`src/rtl/aes_pkg.sv`:
```
// Shared definitions for the AES operand loader: FSM states, key-size codes
// and the Nk/Nr constants derived from them.
package aes_pkg;

    typedef enum logic [2:0] {
        IDLE,
        LOAD_KEY,
        LOAD_BLOCK,
        ISSUE,
        WAIT_DONE
    } state_t;

    // Codes are {s1,s2} as presented on the select pins.
    typedef enum logic [1:0] {
        KEY_128 = 2'b00,
        KEY_256 = 2'b01,
        KEY_192 = 2'b10,
        KEY_BAD = 2'b11
    } key_size_t;

    localparam logic [3:0] NK_128 = 4'd4;
    localparam logic [3:0] NK_192 = 4'd6;
    localparam logic [3:0] NK_256 = 4'd8;
    localparam logic [3:0] NR_128 = 4'd10;
    localparam logic [3:0] NR_192 = 4'd12;
    localparam logic [3:0] NR_256 = 4'd14;

    localparam logic [4:0] BLOCK_LAST_IDX = 5'd15;

    function automatic logic [3:0] nk_of(key_size_t ks);
        case (ks)
            KEY_192: return NK_192;
            KEY_256: return NK_256;
            default: return NK_128;
        endcase
    endfunction

    function automatic logic [3:0] nr_of(key_size_t ks);
        case (ks)
            KEY_192: return NR_192;
            KEY_256: return NR_256;
            default: return NR_128;
        endcase
    endfunction

    // Index of the final key byte: 4*Nk bytes, counted from zero.
    function automatic logic [4:0] key_last_idx(key_size_t ks);
        logic [5:0] nbytes;
        nbytes = {nk_of(ks), 2'b00};
        return 5'(nbytes - 6'd1);
    endfunction

endpackage

```
`src/rtl/aes_byte_shreg.sv`:
```
// Byte-wide MSB-first load register: byte k lands at data[WIDTH-1-8k -: 8].
// The first byte of an operand wipes any stale bytes from an earlier load.
module aes_byte_shreg #(
    parameter int WIDTH = 128,
    localparam int IDX_W = $clog2(WIDTH / 8)
) (
    input  logic             clk,
    input  logic             reset,
    input  logic             clear,
    input  logic             load,
    input  logic             first,
    input  logic [IDX_W-1:0] idx,
    input  logic [7:0]       byte_in,
    output logic [WIDTH-1:0] data
);

    always_ff @(posedge clk) begin
        if (reset || clear) begin
            data <= '0;
        end else if (load) begin
            if (first) begin
                data <= {byte_in, {(WIDTH - 8){1'b0}}};
            end else begin
                data[WIDTH - 1 - 8 * int'(idx) -: 8] <= byte_in;
            end
        end
    end

endmodule

```
`src/rtl/aes_operand_loader.sv`:
```
// Collects key and block bytes for the AES core, publishes them atomically on
// entry to ISSUE, pulses start and then waits (bounded) for the core's done.
module aes_operand_loader
    import aes_pkg::*;
#(
    parameter int DONE_TIMEOUT = 64
) (
    input  logic         clk,
    input  logic         reset,
    input  logic         s1,
    input  logic         s2,
    input  logic [7:0]   byte_in,
    input  logic         byte_valid,
    output logic         byte_ready,
    input  logic         clear,
    input  logic         done,
    output logic [255:0] key_out,
    output logic [127:0] block_out,
    output logic [3:0]   nk,
    output logic [3:0]   nr,
    output logic         start,
    output logic         busy,
    output logic         err
);

    localparam int TW = $clog2(DONE_TIMEOUT) + 1;

    state_t         state;
    state_t         state_next;
    key_size_t      size_q;
    key_size_t      size_in;
    logic [4:0]     count;
    logic [TW-1:0]  timer;
    logic [255:0]   key_shadow;
    logic [127:0]   block_shadow;
    logic           accept;
    logic           key_last;
    logic           block_last;
    logic           timeout;
    logic           err_next;
    logic           key_load;
    logic           key_first;
    logic           block_load;

    assign size_in    = key_size_t'({s1, s2});
    assign byte_ready = (state == IDLE) || (state == LOAD_KEY) || (state == LOAD_BLOCK);
    assign accept     = byte_valid && byte_ready && !clear;
    assign key_last   = (count == key_last_idx(size_q));
    assign block_last = (count == BLOCK_LAST_IDX);
    assign timeout    = (timer == TW'(DONE_TIMEOUT - 1));

    always_ff @(posedge clk) begin
        if (reset) begin
            state <= IDLE;
            err   <= 1'b0;
        end else begin
            state <= state_next;
            err   <= err_next;
        end
    end

    always_comb begin
        state_next = state;
        start      = 1'b0;
        busy       = 1'b0;
        err_next   = 1'b0;
        key_load   = 1'b0;
        key_first  = 1'b0;
        block_load = 1'b0;
        case (state)
            IDLE: begin
                if (accept) begin
                    if (size_in == KEY_BAD) begin
                        err_next = 1'b1;
                    end else begin
                        key_load   = 1'b1;
                        key_first  = 1'b1;
                        state_next = LOAD_KEY;
                    end
                end
            end
            LOAD_KEY: begin
                if (accept) begin
                    key_load = 1'b1;
                    if (key_last) state_next = LOAD_BLOCK;
                end
            end
            LOAD_BLOCK: begin
                if (accept) begin
                    block_load = 1'b1;
                    if (block_last) state_next = ISSUE;
                end
            end
            ISSUE: begin
                start      = 1'b1;
                busy       = 1'b1;
                state_next = WAIT_DONE;
            end
            WAIT_DONE: begin
                busy = 1'b1;
                if (done) begin
                    state_next = IDLE;
                end else if (timeout) begin
                    state_next = IDLE;
                    err_next   = 1'b1;
                end
            end
            default: state_next = IDLE;
        endcase
        if (clear) begin
            state_next = IDLE;
            err_next   = 1'b0;
        end
    end

    // Counter, timer and the published operand registers; clear leaves the
    // published values untouched so the core keeps a consistent view.
    always_ff @(posedge clk) begin
        if (reset) begin
            count     <= '0;
            timer     <= '0;
            size_q    <= KEY_128;
            key_out   <= '0;
            block_out <= '0;
            nk        <= NK_128;
            nr        <= NR_128;
        end else if (clear) begin
            count <= '0;
            timer <= '0;
        end else begin
            if (state == IDLE && key_load) begin
                size_q <= size_in;
                count  <= 5'd1;
            end else if (state == LOAD_KEY && accept) begin
                count <= key_last ? 5'd0 : count + 5'd1;
            end else if (state == LOAD_BLOCK && accept) begin
                count <= block_last ? 5'd0 : count + 5'd1;
            end
            timer <= (state == WAIT_DONE) ? timer + TW'(1) : '0;
            if (state == LOAD_BLOCK && accept && block_last) begin
                key_out   <= key_shadow;
                block_out <= {block_shadow[127:8], byte_in};
                nk        <= nk_of(size_q);
                nr        <= nr_of(size_q);
            end
        end
    end

    aes_byte_shreg #(.WIDTH(256)) u_key_shadow (
        .clk     (clk),
        .reset   (reset),
        .clear   (clear),
        .load    (key_load),
        .first   (key_first),
        .idx     (count),
        .byte_in (byte_in),
        .data    (key_shadow)
    );

    aes_byte_shreg #(.WIDTH(128)) u_block_shadow (
        .clk     (clk),
        .reset   (reset),
        .clear   (clear),
        .load    (block_load),
        .first   (1'b0),
        .idx     (count[3:0]),
        .byte_in (byte_in),
        .data    (block_shadow)
    );

endmodule

```
`config.mk`:
```
export PLATFORM = sky130hd
export DESIGN_NAME = aes_operand_loader
export DESIGN_NICKNAME = d
export VERILOG_FILES = /design/src/rtl/aes_pkg.sv /design/src/rtl/aes_byte_shreg.sv /design/src/rtl/aes_operand_loader.sv
export SDC_FILE = /design/constraint.sdc
export NUM_CORES = 2
export LEC_CHECK = 0
export BUFFER_PORTS_ARGS = -buffer_cell sky130_fd_sc_hd__buf_2
export CORE_UTILIZATION = 60
export DETAILED_ROUTE_END_ITERATION = 16
export GPL_ROUTABILITY_DRIVEN = 0
export PLACE_DENSITY_LB_ADDON = 0.2
export SYNTH_ARGS = -nofsm -noshare
export SYNTH_HDL_FRONTEND = slang
export SYNTH_HIERARCHICAL = 1
export SYNTH_SLANG_ARGS = --single-unit
```
`constraint.sdc`:
```
create_clock -name clk -period 7.2 [get_ports clk]
set_input_delay 0.72 -clock clk [delete_from_list [all_inputs] [get_ports clk]]
set_output_delay 0.72 -clock clk [all_outputs]
set_load 0.005 [all_outputs]
```
* After elaboration in Yosys (flattened, before gate mapping) *
Cells that the tools add are included.

storage, ports and cells
  flip-flop bits (word level) = 794
  logic and storage cells = 94

cells by class
  equality and inequality tests = 17
  reductions and logical operators = 20
  mux-type cells = 32
  bitwise logic cells = 2
  add/sub/neg operators = 7
  shift operators = 4

operator list
  operator                    count
  $shift A8 B33 Y263 const A  1
  $shiftx A8 B33 Y263         1
  $bwmux W256                 1
  $mux W256                   1
  $shift A8 B33 Y135 const A  1
  $shiftx A8 B33 Y135         1
  $bwmux W128                 1
  $neg A32 Y33                2
  $mux W3                     8
  $mux W5                     4
  $pmux W3 S5                 1
  $mux W1                     12
  $ne A2 B2 Y1 const B        6
  $sub A8 B8 Y9 const A       1
  $pmux W4 S2                 1
  $sub A7 B7 Y8 const A       1
  $add A7 B1 Y7 const B       1
  $eq A7 B6 Y1 const B        1
  $reduce_and A7 Y1           1
  $eq A3 B2 Y1 const B        2
  $logic_and A1 B1 Y1         6
  $pmux W3 S2                 1
  $reduce_or A3 Y1            2
  $add A5 B1 Y5 const B       1
  other kinds (17)            24

* Depth between registers and ports, before layout *
  word-level depth = 9
  gate-level depth with buffers = 10

* Hierarchy *
Netlist, hierarchy kept.

by module, submodules not included
  module                           seq. area each (um^2)  cells each  area an instance (um^2)  times used
  aes_operand_loader               8147.8                 1816        14293.7                  1
  aes_byte_shreg (u_key_shadow)    5124.9                 1260        10686.5                  1
  aes_byte_shreg (u_block_shadow)  2562.5                 372         4489.3                   1

* Least setup slack after synthesis *
Ideal clock, no wire load.

  kind = input port to flip-flop
  start point = input clear
  end point = register u_key_shadow.data[116]
  cell stages on the path = 8
  arrival time = 2.675 ns
  setup slack = 4.393 ns
  cells stage by stage = or3b_1 -> buf_2 -> o21ai_0 -> or4b_1 -> buf_2 -> clkbuf_1 -> o211ai_1 -> a21oi_1

between the ends
  elaborated cells on any way between the ends = 8

RTL lines
  element                            RTL line                                            RTL
  start: declaration                 aes_operand_loader.sv:15                            input logic clear,
  $logic_not A1 Y1 (*)               aes_operand_loader.sv:47                            assign accept = byte_valid && byte_ready && !clear;
  $logic_and A1 B1 Y1 (*)            aes_operand_loader.sv:47
  $mux W1, on equally long branches  aes_operand_loader.sv:83, aes_operand_loader.sv:72
  $pmux W1 S2 (*)                    aes_operand_loader.sv:70                            case (state)
  via key_load                       aes_operand_loader.sv:41                            logic key_load;
  end signal: assignment             aes_byte_shreg.sv:22                                data <= {byte_in, {(WIDTH - 8){1'b0}}};
  end signal: indexed assignment     aes_byte_shreg.sv:24                                data[WIDTH - 1 - 8 * int'(idx) -: 8] <= byte_in;
  end: declaration                   aes_byte_shreg.sv:14                                output logic [WIDTH-1:0] data

Mark *: on every way through the listed nets, which the timed path passes. The rest lies on a longest branch.
A chain may end at the register's enable or synchronous reset.

* Worst setup path after layout *
  start point = register count[1]
  end point = register key_out[9]

between the ends
  cells in the longest elaborated chain, start to end = 3

ends and longest elaborated chain
  element                             RTL line                   RTL
  start: declaration                  aes_operand_loader.sv:32   logic [4:0] count;
  start signal: assignment            aes_operand_loader.sv:135  count <= key_last ? 5'd0 : count + 5'd1;
  start signal: assignment            aes_operand_loader.sv:137  count <= block_last ? 5'd0 : count + 5'd1;
  $eq A5 B4 Y1                        aes_operand_loader.sv:49   assign block_last = (count == BLOCK_LAST_IDX);
  $logic_and A1 B1 Y1                 aes_operand_loader.sv:140  if (state == LOAD_BLOCK && accept && block_last) begin
  $reduce_and A2 Y1 (no source line)  --
  end signal: assignment              aes_operand_loader.sv:141  key_out <= key_shadow;
  end: declaration                    aes_operand_loader.sv:17   output logic [255:0] key_out,

No other way between the ends.

==> impl_metrics.env <==
export IMPL_outcome="finished, final reports clean"
export IMPL_pin_count=411
export IMPL_p_clk_share_pct=48.5
export IMPL_cts_tree="yes"
export IMPL_final_common_cell="nand2_1"
export IMPL_post_cts_setup_buffers=0
export IMPL_cts_buffers=77
export IMPL_worst_pin_slew_ns=1.34
export IMPL_hold_viol=0
export IMPL_pwr_share_comb_pct=2.3
export IMPL_swShare_pct=21.3
export IMPL_drive_gt1_share_pct=16.9
export IMPL_finalMaxSlewViolations=0
export IMPL_crit_top_cell="ha_1"
export IMPL_die_w_um=223
export IMPL_post_route_drc_count=0
export IMPL_crit_type="flop to flop"
export IMPL_place_inst=4122
export IMPL_rsz0062_at_grt="no"
export IMPL_power_leakage_uw=0.0118
export IMPL_initial_core_util_pct=61.1
export IMPL_synthCells=3429
export IMPL_crit_path_max_incr_delay_ns=0.92
export IMPL_p_int_uw=6930
export IMPL_viasPerCell=6.22
export IMPL_crit_required_ns=7.74
export IMPL_setup_viol_count_final=0
export IMPL_fmax_mhz=245
export IMPL_cts_hold_buffers=0
export IMPL_power_switching_uw=1880
export IMPL_drt_wl_total_um=87400
export IMPL_layout_cells_non_filler=4265
export IMPL_yosys_warnings=6
export IMPL_core_area_um2=47800
export IMPL_io_buffers=407
export IMPL_grt_max_degree=249
export IMPL_path_delay_family="simple AND/OR/NAND/NOR gates"
export IMPL_cp_arrival_ns=4.62
export IMPL_hold_path_class="input pin to flop"
export IMPL_clockRootBuffer="clkbuf_16"
export IMPL_critPathBufInv=2
export IMPL_critPathSlowestCell="dfxtp_2"
export IMPL_antenna_found_initial=2
export IMPL_drtIter0Drc=2991
export IMPL_path_clk_slew_ns=0.06
export IMPL_grt_use_total_pct=34.0
export IMPL_min_period_ns=4.08
export IMPL_clock_path_buffers=3
export IMPL_fin_nets=3609
export IMPL_netlist_area_um2=29200
export IMPL_vdd_drop_max_uv=178
export IMPL_grt_pass1_vias=24900
export IMPL_firstDrtPassIters=6
export IMPL_finalCritPeriodShare_pct=56.7
export IMPL_htree_levels=3
export IMPL_powerDensity_nw_per_um2=262
export IMPL_cp_max_fo=92
export IMPL_fin_skew_ns=0.0164
export IMPL_cp_start_kind="flop"
export IMPL_relSlewSlack_pct=10.6
export IMPL_synth_area_per_cell_um2=8.52
export IMPL_final_cell_mix="804 x nand2_1, 780 x dfxtp_1, 637 x a21oi_1"
export IMPL_fill_cells=3808
export IMPL_worstSetupEndpointType="flop"
export IMPL_path_cells="ha_1 > nand3_1 > inv_1 > ha_1 > and3_4 > buf_4 > nand2_1 > a21oi_1"
export IMPL_die_h_um=223
export IMPL_clock_latency_ns=0.62
export IMPL_cap_violations=0
export IMPL_drtAntennaViolNets=0
export IMPL_vias=26500
export IMPL_cts_sinks=783
export IMPL_grt_overflow=0
export IMPL_fin_setup_tns_ns=0
export IMPL_die_area_um2=49600
export IMPL_cts_resized=0
export IMPL_grt_first_pass_wirelength_um=135000
export IMPL_dp_hpwl_um=52200
export IMPL_rows=80
export IMPL_area_growth_pct=15.0
export IMPL_seqPwrFrac_pct=49.3
export IMPL_avgRoutedWirePerCell_um=20.5
## per-layer routing
layer / part of all wire [%] / vias up / global-route usage [%]
met2: 46 / 1382 / 52.4
met1: 41 / 12700 / 45.9
met4: 3.9 / 0 / 16.1
met3: 9.2 / 192 / 6.72
li1: - / 12200 / -
met5: 0 / - / 0
## power groups by stage
| stage | combinational, uW | clock, uW | sequential [uW] |
|---|---|---|---|
| detailed placement | 192 | 0 | 4430 |
| floorplan | 135 | 0 | 4430 |
| global placement | 186 | 0 | 4430 |
| finish | 199 | 4270 | 4340 |
| CTS | 192 | 4290 | 4340 |
| global route | 208 | 4480 | 4330 |
## final timing paths
kind	cells after the start	endpoint	slack (ns)	startpoint
worst max-delay path	8	key_out[9]	3.12	count[1]
worst min-delay path	3	size_q[1]	0.34	s1
worst max register to register	8	key_out[9]	3.12	count[1]
worst min register to register	2	key_out[201]	0.45	u_key_shadow/data[201]
## worst reg2reg max path: stages (launching register included)
cell,delay [ns]
dfxtp_2,0.92
ha_1,0.36
nand3_1,0.13
inv_1,0.12
ha_1,0.29
and3_4,0.81
buf_4,0.87
nand2_1,0.31
a21oi_1,0.19
## sequential cells by signal, summed over array words and instances, names as in the netlist
register / count
block_out: 128
count: 5
err: 1
key_out: 256
nk: 3
nr: 2
size_q: 2
state: 3
timer: 7
u_block_shadow/data: 120
u_key_shadow/data: 256
## metrics by stage
step | hold slack (ns) | area, um^2 | util (%) | worst slack [ns] | power [uW]
2_1_floorplan | 0.413 | 29200 | - | 4.39 | 4570
4_1_cts | 0.330 | 33600 | 70.2 | 3.20 | 8820
5_1_grt | 0.384 | 33600 | 70.2 | 2.88 | 9020
3_3_place_gp | 0.423 | 30900 | 64.5 | 3.07 | 4620
3_5_place_dp | 0.444 | 30900 | 64.5 | 2.77 | 4620
6_report | 0.345 | 33600 | 70.2 | 3.12 | 8800
## cell type report
| class | instances | area, um^2 | area share (%) |
|---|---|---|---|
| Inverter | 10 | 37.5 | 0.112 |
| Multi-Input combinational cell | 2276 | 12100 | 36.0 |
| Sequential cell | 783 | 15700 | 46.7 |
| Tap cell | 615 | 769 | 2.29 |
| Timing Repair Buffer | 438 | 2300 | 6.86 |
| Clock inverter | 25 | 388 | 1.15 |
| Clock buffer | 116 | 2330 | 6.93 |
| Antenna cell | 2 | 5.00 | 0.0149 |
No activity file was read; power rests on OpenSTA's default activity.
